## src/rtl/fifo_push_arbiter.sv

```systemverilog
// -----------------------------------------------------------------------------
// fifo_push_arbiter
//
// Round-robin arbiter sharing the single push port of a byte FIFO between
// N_REQ producers. Once a producer wins, it keeps the port for up to BURST_LEN
// consecutive words (burst lock). Priority then rotates to the next index.
// Words are accepted with zero latency: gnt, fifo_push and fifo_push_data are
// combinational from the current state and inputs.
//
// Ports:
//   clk             system clock, rising edge
//   rst             synchronous, active-high reset
//   req[N_REQ]      per-requester "word available" (held with data until gnt)
//   req_data        packed words, requester i at [i*BIT_WIDTH +: BIT_WIDTH]
//   gnt[N_REQ]      one-hot, requester i's word is pushed this cycle
//   fifo_push       push strobe to the FIFO
//   fifo_push_data  word presented to the FIFO (slice of owner, always)
//   fifo_full       FIFO full flag
//   owner           index of the locked or currently selected requester
//   busy            high while a burst lock is held
//   stall_cnt[16]   (ARB_STALL_CNT_EN only) saturating count of cycles with a
//                   pending request blocked by fifo_full
//
// Optional feature macro: ARB_STALL_CNT_EN
// -----------------------------------------------------------------------------
module fifo_push_arbiter #(
  parameter int N_REQ     = 4,
  parameter int BIT_WIDTH = 8,
  parameter int BURST_LEN = 4
) (
  input  logic                         clk,
  input  logic                         rst,
  input  logic [N_REQ-1:0]             req,
  input  logic [N_REQ*BIT_WIDTH-1:0]   req_data,
  output logic [N_REQ-1:0]             gnt,
  output logic                         fifo_push,
  output logic [BIT_WIDTH-1:0]         fifo_push_data,
  input  logic                         fifo_full,
  output logic [$clog2(N_REQ)-1:0]     owner,
`ifdef ARB_STALL_CNT_EN
  output logic [15:0]                  stall_cnt,
`endif
  output logic                         busy
);

  localparam int IDX_W = $clog2(N_REQ);
  localparam int CNT_W = $clog2(BURST_LEN + 1);

  typedef enum logic {
    IDLE = 1'b0,
    LOCK = 1'b1
  } state_t;

  state_t           state_q, state_d;
  logic [IDX_W-1:0] rr_ptr_q, rr_ptr_d;
  logic [IDX_W-1:0] lock_id_q, lock_id_d;
  logic [CNT_W-1:0] burst_cnt_q, burst_cnt_d;

  logic             win_found;
  logic [IDX_W-1:0] win_idx;
  logic [IDX_W-1:0] owner_sel;
  logic             push_ok;
  logic [CNT_W-1:0] burst_next;
  int               scan;

  // Increment with explicit wrap so non-power-of-two N_REQ never lands on an
  // index that has no requester.
  function automatic logic [IDX_W-1:0] next_idx(input logic [IDX_W-1:0] i);
    return (i == IDX_W'(N_REQ - 1)) ? '0 : i + 1'b1;
  endfunction

  // Rotating-priority scan: first requester at or after rr_ptr (mod N_REQ).
  // Falls back to rr_ptr itself when nobody is requesting.
  always_comb begin
    // NOTE: every signal written in always_comb gets a default first so no
    // path leaves it unassigned, which would otherwise infer a latch.
    win_found = 1'b0;
    win_idx   = rr_ptr_q;
    scan      = 0;
    for (int k = 0; k < N_REQ; k++) begin
      scan = int'(rr_ptr_q) + k;
      if (scan >= N_REQ) scan = scan - N_REQ;
      if (!win_found && req[scan]) begin
        win_found = 1'b1;
        win_idx   = IDX_W'(scan);
      end
    end
  end

  // Pushing is only ever legal with FIFO space and outside reset.
  assign push_ok    = !fifo_full && !rst;
  assign burst_next = burst_cnt_q + 1'b1;

  // Next-state and output logic.
  always_comb begin
    state_d     = state_q;
    rr_ptr_d    = rr_ptr_q;
    lock_id_d   = lock_id_q;
    burst_cnt_d = burst_cnt_q;
    owner_sel   = rr_ptr_q;
    fifo_push   = 1'b0;
    busy        = 1'b0;

    unique case (state_q)
      IDLE: begin
        owner_sel = win_idx;
        // A blocked request takes no lock; arbitration simply reruns next cycle.
        if (win_found && push_ok) begin
          fifo_push = 1'b1;
          if (BURST_LEN == 1) begin
            rr_ptr_d = next_idx(win_idx);
          end else begin
            lock_id_d   = win_idx;
            burst_cnt_d = CNT_W'(1);
            state_d     = LOCK;
          end
        end
      end

      LOCK: begin
        owner_sel = lock_id_q;
        busy      = 1'b1;
        if (!req[lock_id_q]) begin
          // Owner ran dry before its burst ended: release and rotate.
          state_d  = IDLE;
          rr_ptr_d = next_idx(lock_id_q);
        end else if (push_ok) begin
          fifo_push   = 1'b1;
          burst_cnt_d = burst_next;
          if (burst_next == CNT_W'(BURST_LEN)) begin
            state_d  = IDLE;
            rr_ptr_d = next_idx(lock_id_q);
          end
        end
      end

      default: begin
        state_d = IDLE;
      end
    endcase
  end

  assign owner          = owner_sel;
  assign gnt            = fifo_push ? (N_REQ'(1) << owner_sel) : '0;
  assign fifo_push_data = req_data[owner_sel*BIT_WIDTH +: BIT_WIDTH];

  // NOTE: sequential state uses non-blocking assignments so every flop samples
  // the pre-edge values, independent of statement order.
  always_ff @(posedge clk) begin
    if (rst) begin
      state_q     <= IDLE;
      rr_ptr_q    <= '0;
      lock_id_q   <= '0;
      burst_cnt_q <= '0;
    end else begin
      state_q     <= state_d;
      rr_ptr_q    <= rr_ptr_d;
      lock_id_q   <= lock_id_d;
      burst_cnt_q <= burst_cnt_d;
    end
  end

`ifdef ARB_STALL_CNT_EN
  logic [15:0] stall_cnt_q, stall_cnt_d;

  // Counts cycles where some producer is waiting only because the FIFO is full.
  always_comb begin
    stall_cnt_d = stall_cnt_q;
    if ((|req) && fifo_full && (stall_cnt_q != 16'hFFFF)) begin
      stall_cnt_d = stall_cnt_q + 16'd1;
    end
  end

  always_ff @(posedge clk) begin
    if (rst) begin
      stall_cnt_q <= '0;
    end else begin
      stall_cnt_q <= stall_cnt_d;
    end
  end

  assign stall_cnt = stall_cnt_q;
`endif

endmodule

```

## config.mk

```make
export PLATFORM = sky130hd
export DESIGN_NAME = fifo_push_arbiter
export DESIGN_NICKNAME = d
export VERILOG_FILES = /design/src/rtl/fifo_push_arbiter.sv
export SDC_FILE = /design/constraint.sdc
export NUM_CORES = 1
export LEC_CHECK = 0
export CAP_MARGIN = 40
export CORE_AREA = 2 2 58 60
export DETAILED_ROUTE_END_ITERATION = 10
export DIE_AREA = 0 0 60 62
export GPL_TIMING_DRIVEN = 0
export PLACE_DENSITY = 0.63
export SETUP_SLACK_MARGIN = 0.3
export SYNTH_ARGS = -nofsm -noshare
export SYNTH_HDL_FRONTEND = slang
export SYNTH_SLANG_ARGS = --single-unit
```

## constraint.sdc

```tcl
create_clock -name clk -period 1.9 [get_ports clk]
set_input_delay 0.285 -clock clk [delete_from_list [all_inputs] [get_ports clk]]
set_output_delay 0.285 -clock clk [all_outputs]
set_load 0.01 [all_outputs]
```

Word-level counts from Yosys, hierarchy flattened
Index checks and enable logic that the tools add are counted.
W data, S select, Z words.
{"block": "totals", "regBits": 8, "in_bits": 39, "word_cells": 90}
{"block": "op_classes", "add_sub_neg": 9, "order_cmp": 9, "eq_ne": 7, "shift": 2, "n_mux": 45, "bitwise": 1, "n_reduce_logical": 13}
{"op": "$lt A32 B4 Y1 const B", "n": 4}
{"op": "$mux W32", "n": 4}
{"op": "$shiftx A32 B6 Y8", "n": 1}
{"op": "$mux W1", "n": 20}
{"op": "$mux W2", "n": 8}
{"op": "$sub A3 B3 Y4 const B", "n": 3}
{"op": "$bmux W1 S2", "n": 5}
{"op": "$ge A3 B3 Y1 const B", "n": 3}
{"op": "$mux W3", "n": 3}
{"op": "$add A2 B2 Y3 const B", "n": 2}
{"op": "$ne A2 B1 Y1 const B", "n": 3}
{"op": "$pmux W3 S2", "n": 1}
{"op": "$reduce_and A3 Y1", "n": 2}
{"op": "$logic_and A1 B1 Y1", "n": 5}
{"op": "$logic_not A1 Y1", "n": 5}
{"op": "$mux W4", "n": 1}
{"op": "$ne A2 B2 Y1 const B", "n": 2}
{"op": "$pmux W1 S2", "n": 2}
{"op": "$pmux W2 S2", "n": 1}
{"op": "$shl A1 B2 Y4 const A", "n": 1}
{"op": "$sub A2 B3 Y4 const B", "n": 1}
{"op": "$add A2 B1 Y3 const B", "n": 1}
{"op": "$add A3 B1 Y3 const B", "n": 1}
{"op": "$eq A3 B3 Y1 const B", "n": 1}
{"op": "6 further kinds", "n": 6}

Longest topological paths before layout
{"block": "logic_depth", "word_depth": 19, "depth_mapped": 6, "ltp_nobuf": 6}

Worst setup path after synthesis
OpenSTA, ideal clock, no wires.
{"block": "synth_path", "path_type": "flip-flop to output port", "from": "register lock_id_q[0]", "to": "output gnt[0]", "t_arrival_ns": 1.527, "required_time_ns": 1.615, "slack_ns": 0.088, "stages_incl_launch_ff": 6, "path_buffers": 0, "cell_sequence": "dfxtp_1 -> mux4_2 -> inv_2 -> a2111oi_4 -> nand2b_2 -> nor2_1"}
{"block": "synth_between", "elab_chain_cells": 5, "word_cells_on_any_way": 7, "cone_classes": "shift (1); mux (6)"}
{"item": "from (decl)", "line_no": "56", "source": "logic [IDX_W-1:0] lock_id_q, lock_id_d;"}
{"item": "from (signal assigned)", "line_no": "158", "source": "lock_id_q <= lock_id_d;"}
{"item": "$bmux W1 S2", "line_no": "123", "source": "if (!req[lock_id_q]) begin"}
{"item": "$mux W1 (not written as such)", "line_no": "123"}
{"item": "$mux W1", "line_no": "123"}
{"item": "$pmux W1 S2", "line_no": "104", "source": "unique case (state_q)"}
{"item": "via fifo_push", "line_no": "36", "source": "output logic fifo_push,"}
{"item": "$mux W4", "line_no": "144", "source": "assign gnt = fifo_push ? (N_REQ'(1) << owner_sel) : '0;"}
{"item": "to (decl)", "line_no": "35", "source": "output logic [N_REQ-1:0] gnt,"}
The timed path passes the listed nets, and every way through them passes these cells. The select of a mux whose other input is x is not followed.

Final worst setup path
{"block": "layout_path", "from": "register rr_ptr_q[0]", "to": "output fifo_push_data[2]"}
{"block": "layout_between", "elab_chain_cells": 17, "word_cells_on_any_way": 42, "cone_classes": "add/sub (7); order compare (4); shift (1); mux (24); reduce/logical (6)"}
{"item": "from (decl)", "line_no": "55", "source": "logic [IDX_W-1:0] rr_ptr_q, rr_ptr_d;"}
{"item": "from (signal assigned)", "line_no": "157", "source": "rr_ptr_q <= rr_ptr_d;"}
{"item": "parallel branches: the longest is 14 deep, another holds $sub A3 B3 Y4"}
{"item": "$mux W2 (*)", "line_no": "83", "source": "if (!win_found && req[scan]) begin"}
{"item": "$pmux W2 S2 (*)", "line_no": "104"}
{"item": "$shiftx A32 B6 Y8 (*)", "line_no": "145", "source": "assign fifo_push_data = req_data[owner_sel*BIT_WIDTH +: BIT_WIDTH];"}
{"item": "to (decl)", "line_no": "37", "source": "output logic [BIT_WIDTH-1:0] fifo_push_data,"}
Every way passes the cells marked *. The select of a mux whose other input is x is not followed.

==> qor.yml <==
status:
  outcome: "finished with violations"
  violations: "negative setup slack"
floorplanning:
  fp.dieH_um: 62
  initial_core_util_pct: 27.0
  core_area_mm2: 0.00318
  io_pins: 55
  fp-row-count: 21
  die_w_um: 60
  die_area_mm2: 0.00372
logic_synthesis:
  syn-num-nets: 137
  netlist_area_um2: 858
  ys_top_cells_by_area: "mux2i_1 (29%), dfxtp_1 (19%), ha_1 (4.4%)"
  synthSimpleGateAreaFrac_pct: 21.7
  muxShareOfSynthArea_pct: 31.8
  synth_top_family_by_area: "multiplexers"
  synth_xor_xnor_area_share_pct: 0
  synth_compound_area_share_pct: 18.1
  yosysTopAreaCell: "mux2i_1"
  async_flop_share_pct: 0
  postSynthCellCount: 95
  synth-edff-count: 0
  ys_seq_elements: 8
  yosysWarnings: 0
  syn_area_per_cell_um2: 9.03
  synth.distinct_cells: 36
  synthAdderAreaFrac_pct: 4.37
  synth_seq_area_share_pct: 18.7
  ys.flop_type: "dfxtp_1"
  synth_top_area_share_pct: 29.2
grt:
  grt_pass1_wl_um: 4250
  grt_pass1_vias: 986
  antenna_found_initial: 0
  use_met2_pct: 24.5
  grt-busiest-layer: "met2"
  met1_usage_pct: 15.7
  grt_max_degree: 11
  overflow: 0
  track_usage_pct: 15.5
  use_met3_pct: 9.94
clock_tree:
  ctsHoldBuffers: 0
  cts_sinks: 8
  clkTransAtPathRegs_ps: 60
  worstSkewPairLatency_ps: 260
  cts_tree: "built"
  ctsRootBufferMaster: "clkbuf_4"
  cts_buffer_depth: 2
  cts_max_level: 1
  cts_buffers: 3
detailed_routing:
  ant_nets: 0
  vias: 1008
  drtIter0Drc: 9
  first_pass_iters: 6
  viasPerCell: 4.60
  avgRoutedWirePerCell_um: 12.1
  drc: 0
  wirelength_um: 2640
setup_path:
  cpMostUsedCell: "buf_6"
  cp.required_ps: 1620
  cp_max_fo: 5
  crit_type: "reg -> out"
  slowest_stage: "o41ai_4"
  end_kind: "output port"
  cpPeakStageDelay_ps: 400
  crit_arrival_ps: 2010
  path_delay_family: "compound AO/OA/AOI/OAI gates"
  crit_chain: "nor2b_4, o21ba_4, o41ai_4, buf_6, buf_6, mux2i_2, mux2i_1, buf_2"
  crit_buf_inv: 3
  crit_path_start_kind: "flip-flop"
timing:
  setup_slack_ps: -391
  setup_viol: 15
  fin_crit_sh_pct: 121
  report.final.slew_viol_count: 0
  rsz0062_at_grt: "yes"
  fmax_ghz: 0.436
  timing_hold_violations_final: 0
  tightest_slew_ps: 607
  fin_skew_ps: 11.1
  fin_crit_ps: 2290
  maxSlewHeadroom_pct: 59.6
place:
  dp_slack_ps: -1140
  portBuffers: 53
  gp_congestion: 0.705
  dpl.hpwl_um: 2000
min_path:
  hold_class: "reg -> reg"
finish:
  layout-drive-gt1-share_pct: 45.1
  post-route-util_pct: 55.8
  final_common_cell: "clkdlybuf4s50_1"
  fill_cells: 281
  layout_common_cells: "clkdlybuf4s50_1 (34), mux2i_1 (24), buf_6 (19), buf_4 (10), buf_2 (9)"
  syn2layout_area_growth_pct: 107
  num_antenna_cells: 0
  layout.nets: 217
power:
  ir_drop_mv: 0.196
  powerDensity_mw_per_mm2: 455
  p_leak_uw: 0.000800
  power_uw: 808
flow_run:
  maxCapViolCount: 0
[final cells by class]
type	instances	area (µm²)	area share (%)
timing repair buffer	75	709	40.0
clock buffer	3	22.5	1.27
sequential	8	174	9.80
buffer	5	38.8	2.18
multi-input combinational	79	762	42.9
inverter	3	11.3	0.634
tap	46	57.6	3.24
[layer usage]
layer,vias to the layer above,routed length (µm)
met5,-,0
met4,0,14
met3,2,380
met2,51,1270
met1,443,980
li1,512,-
[registers in the layout, indices dropped and copies added, names as in the netlist]
signal,cells
burst_cnt_q,3
lock_id_q,2
rr_ptr_q,2
state_q,1
[logic make-up after synthesis]
| kind of cell | after synthesis |
|---|---|
| DFF | 8 |
| muxes | 26 |
| buffers and inverters | 8 |
| AOI/OAI and AO/OA | 18 |
| and+or+nand+nor | 32 |
| adders and majority gates | 3 |
[final timing paths]
check                       from                end  slack, ps  depth (start not counted)
hold / removal    burst_cnt_q[0]     burst_cnt_q[0]        480                          1
hold reg to reg   burst_cnt_q[0]     burst_cnt_q[0]        480                          1
setup / recovery     rr_ptr_q[0]  fifo_push_data[2]       -390                          8
setup reg to reg    lock_id_q[0]     burst_cnt_q[1]        260                          7
[metrics by stage]
stage	hold WS [ps]	std cells	setup TNS, ps	instance area, µm²
2_1_floorplan	459	95	0	898
3_3_place_gp	470	194	-15970	1490
3_5_place_dp	486	194	-16420	1490
4_1_cts	467	214	-5290	1640
5_1_grt	486	219	-6080	1780
6_report	476	219	-4600	1780
[where the power goes]
part | total, µW | switching (µW) | leakage, µW | internal, µW
Sequential | 187 | 10.7 | 0.0000685 | 176
Combinational | 487 | 190 | 0.000718 | 297
Clock | 134 | 61.7 | 0.0000138 | 72.6
[synth_stat cells (2+ instances only)]
master    number
nor4_1         2
a21oi_1        4
nand2_1        4
dfxtp_1        8
nor2_1         6
clkbuf_1       2
and3_1         3
o21ai_0        3
mux2i_1       25
buf_6          2
nand2b_1       2
inv_1          2
nor2b_1        6
ha_1           3
or3_1          2
[repair_timing]
item / in CTS / in global routing
buffers inserted: 16 / 5
cloned: 1 / 0
resized for setup: 73 / 39
endpoints found under the hold margin: 0 / 0
pin swaps: 3 / 7
endpoints found under the setup margin: 23 / 22
Power figures use the tool's default switching activity.
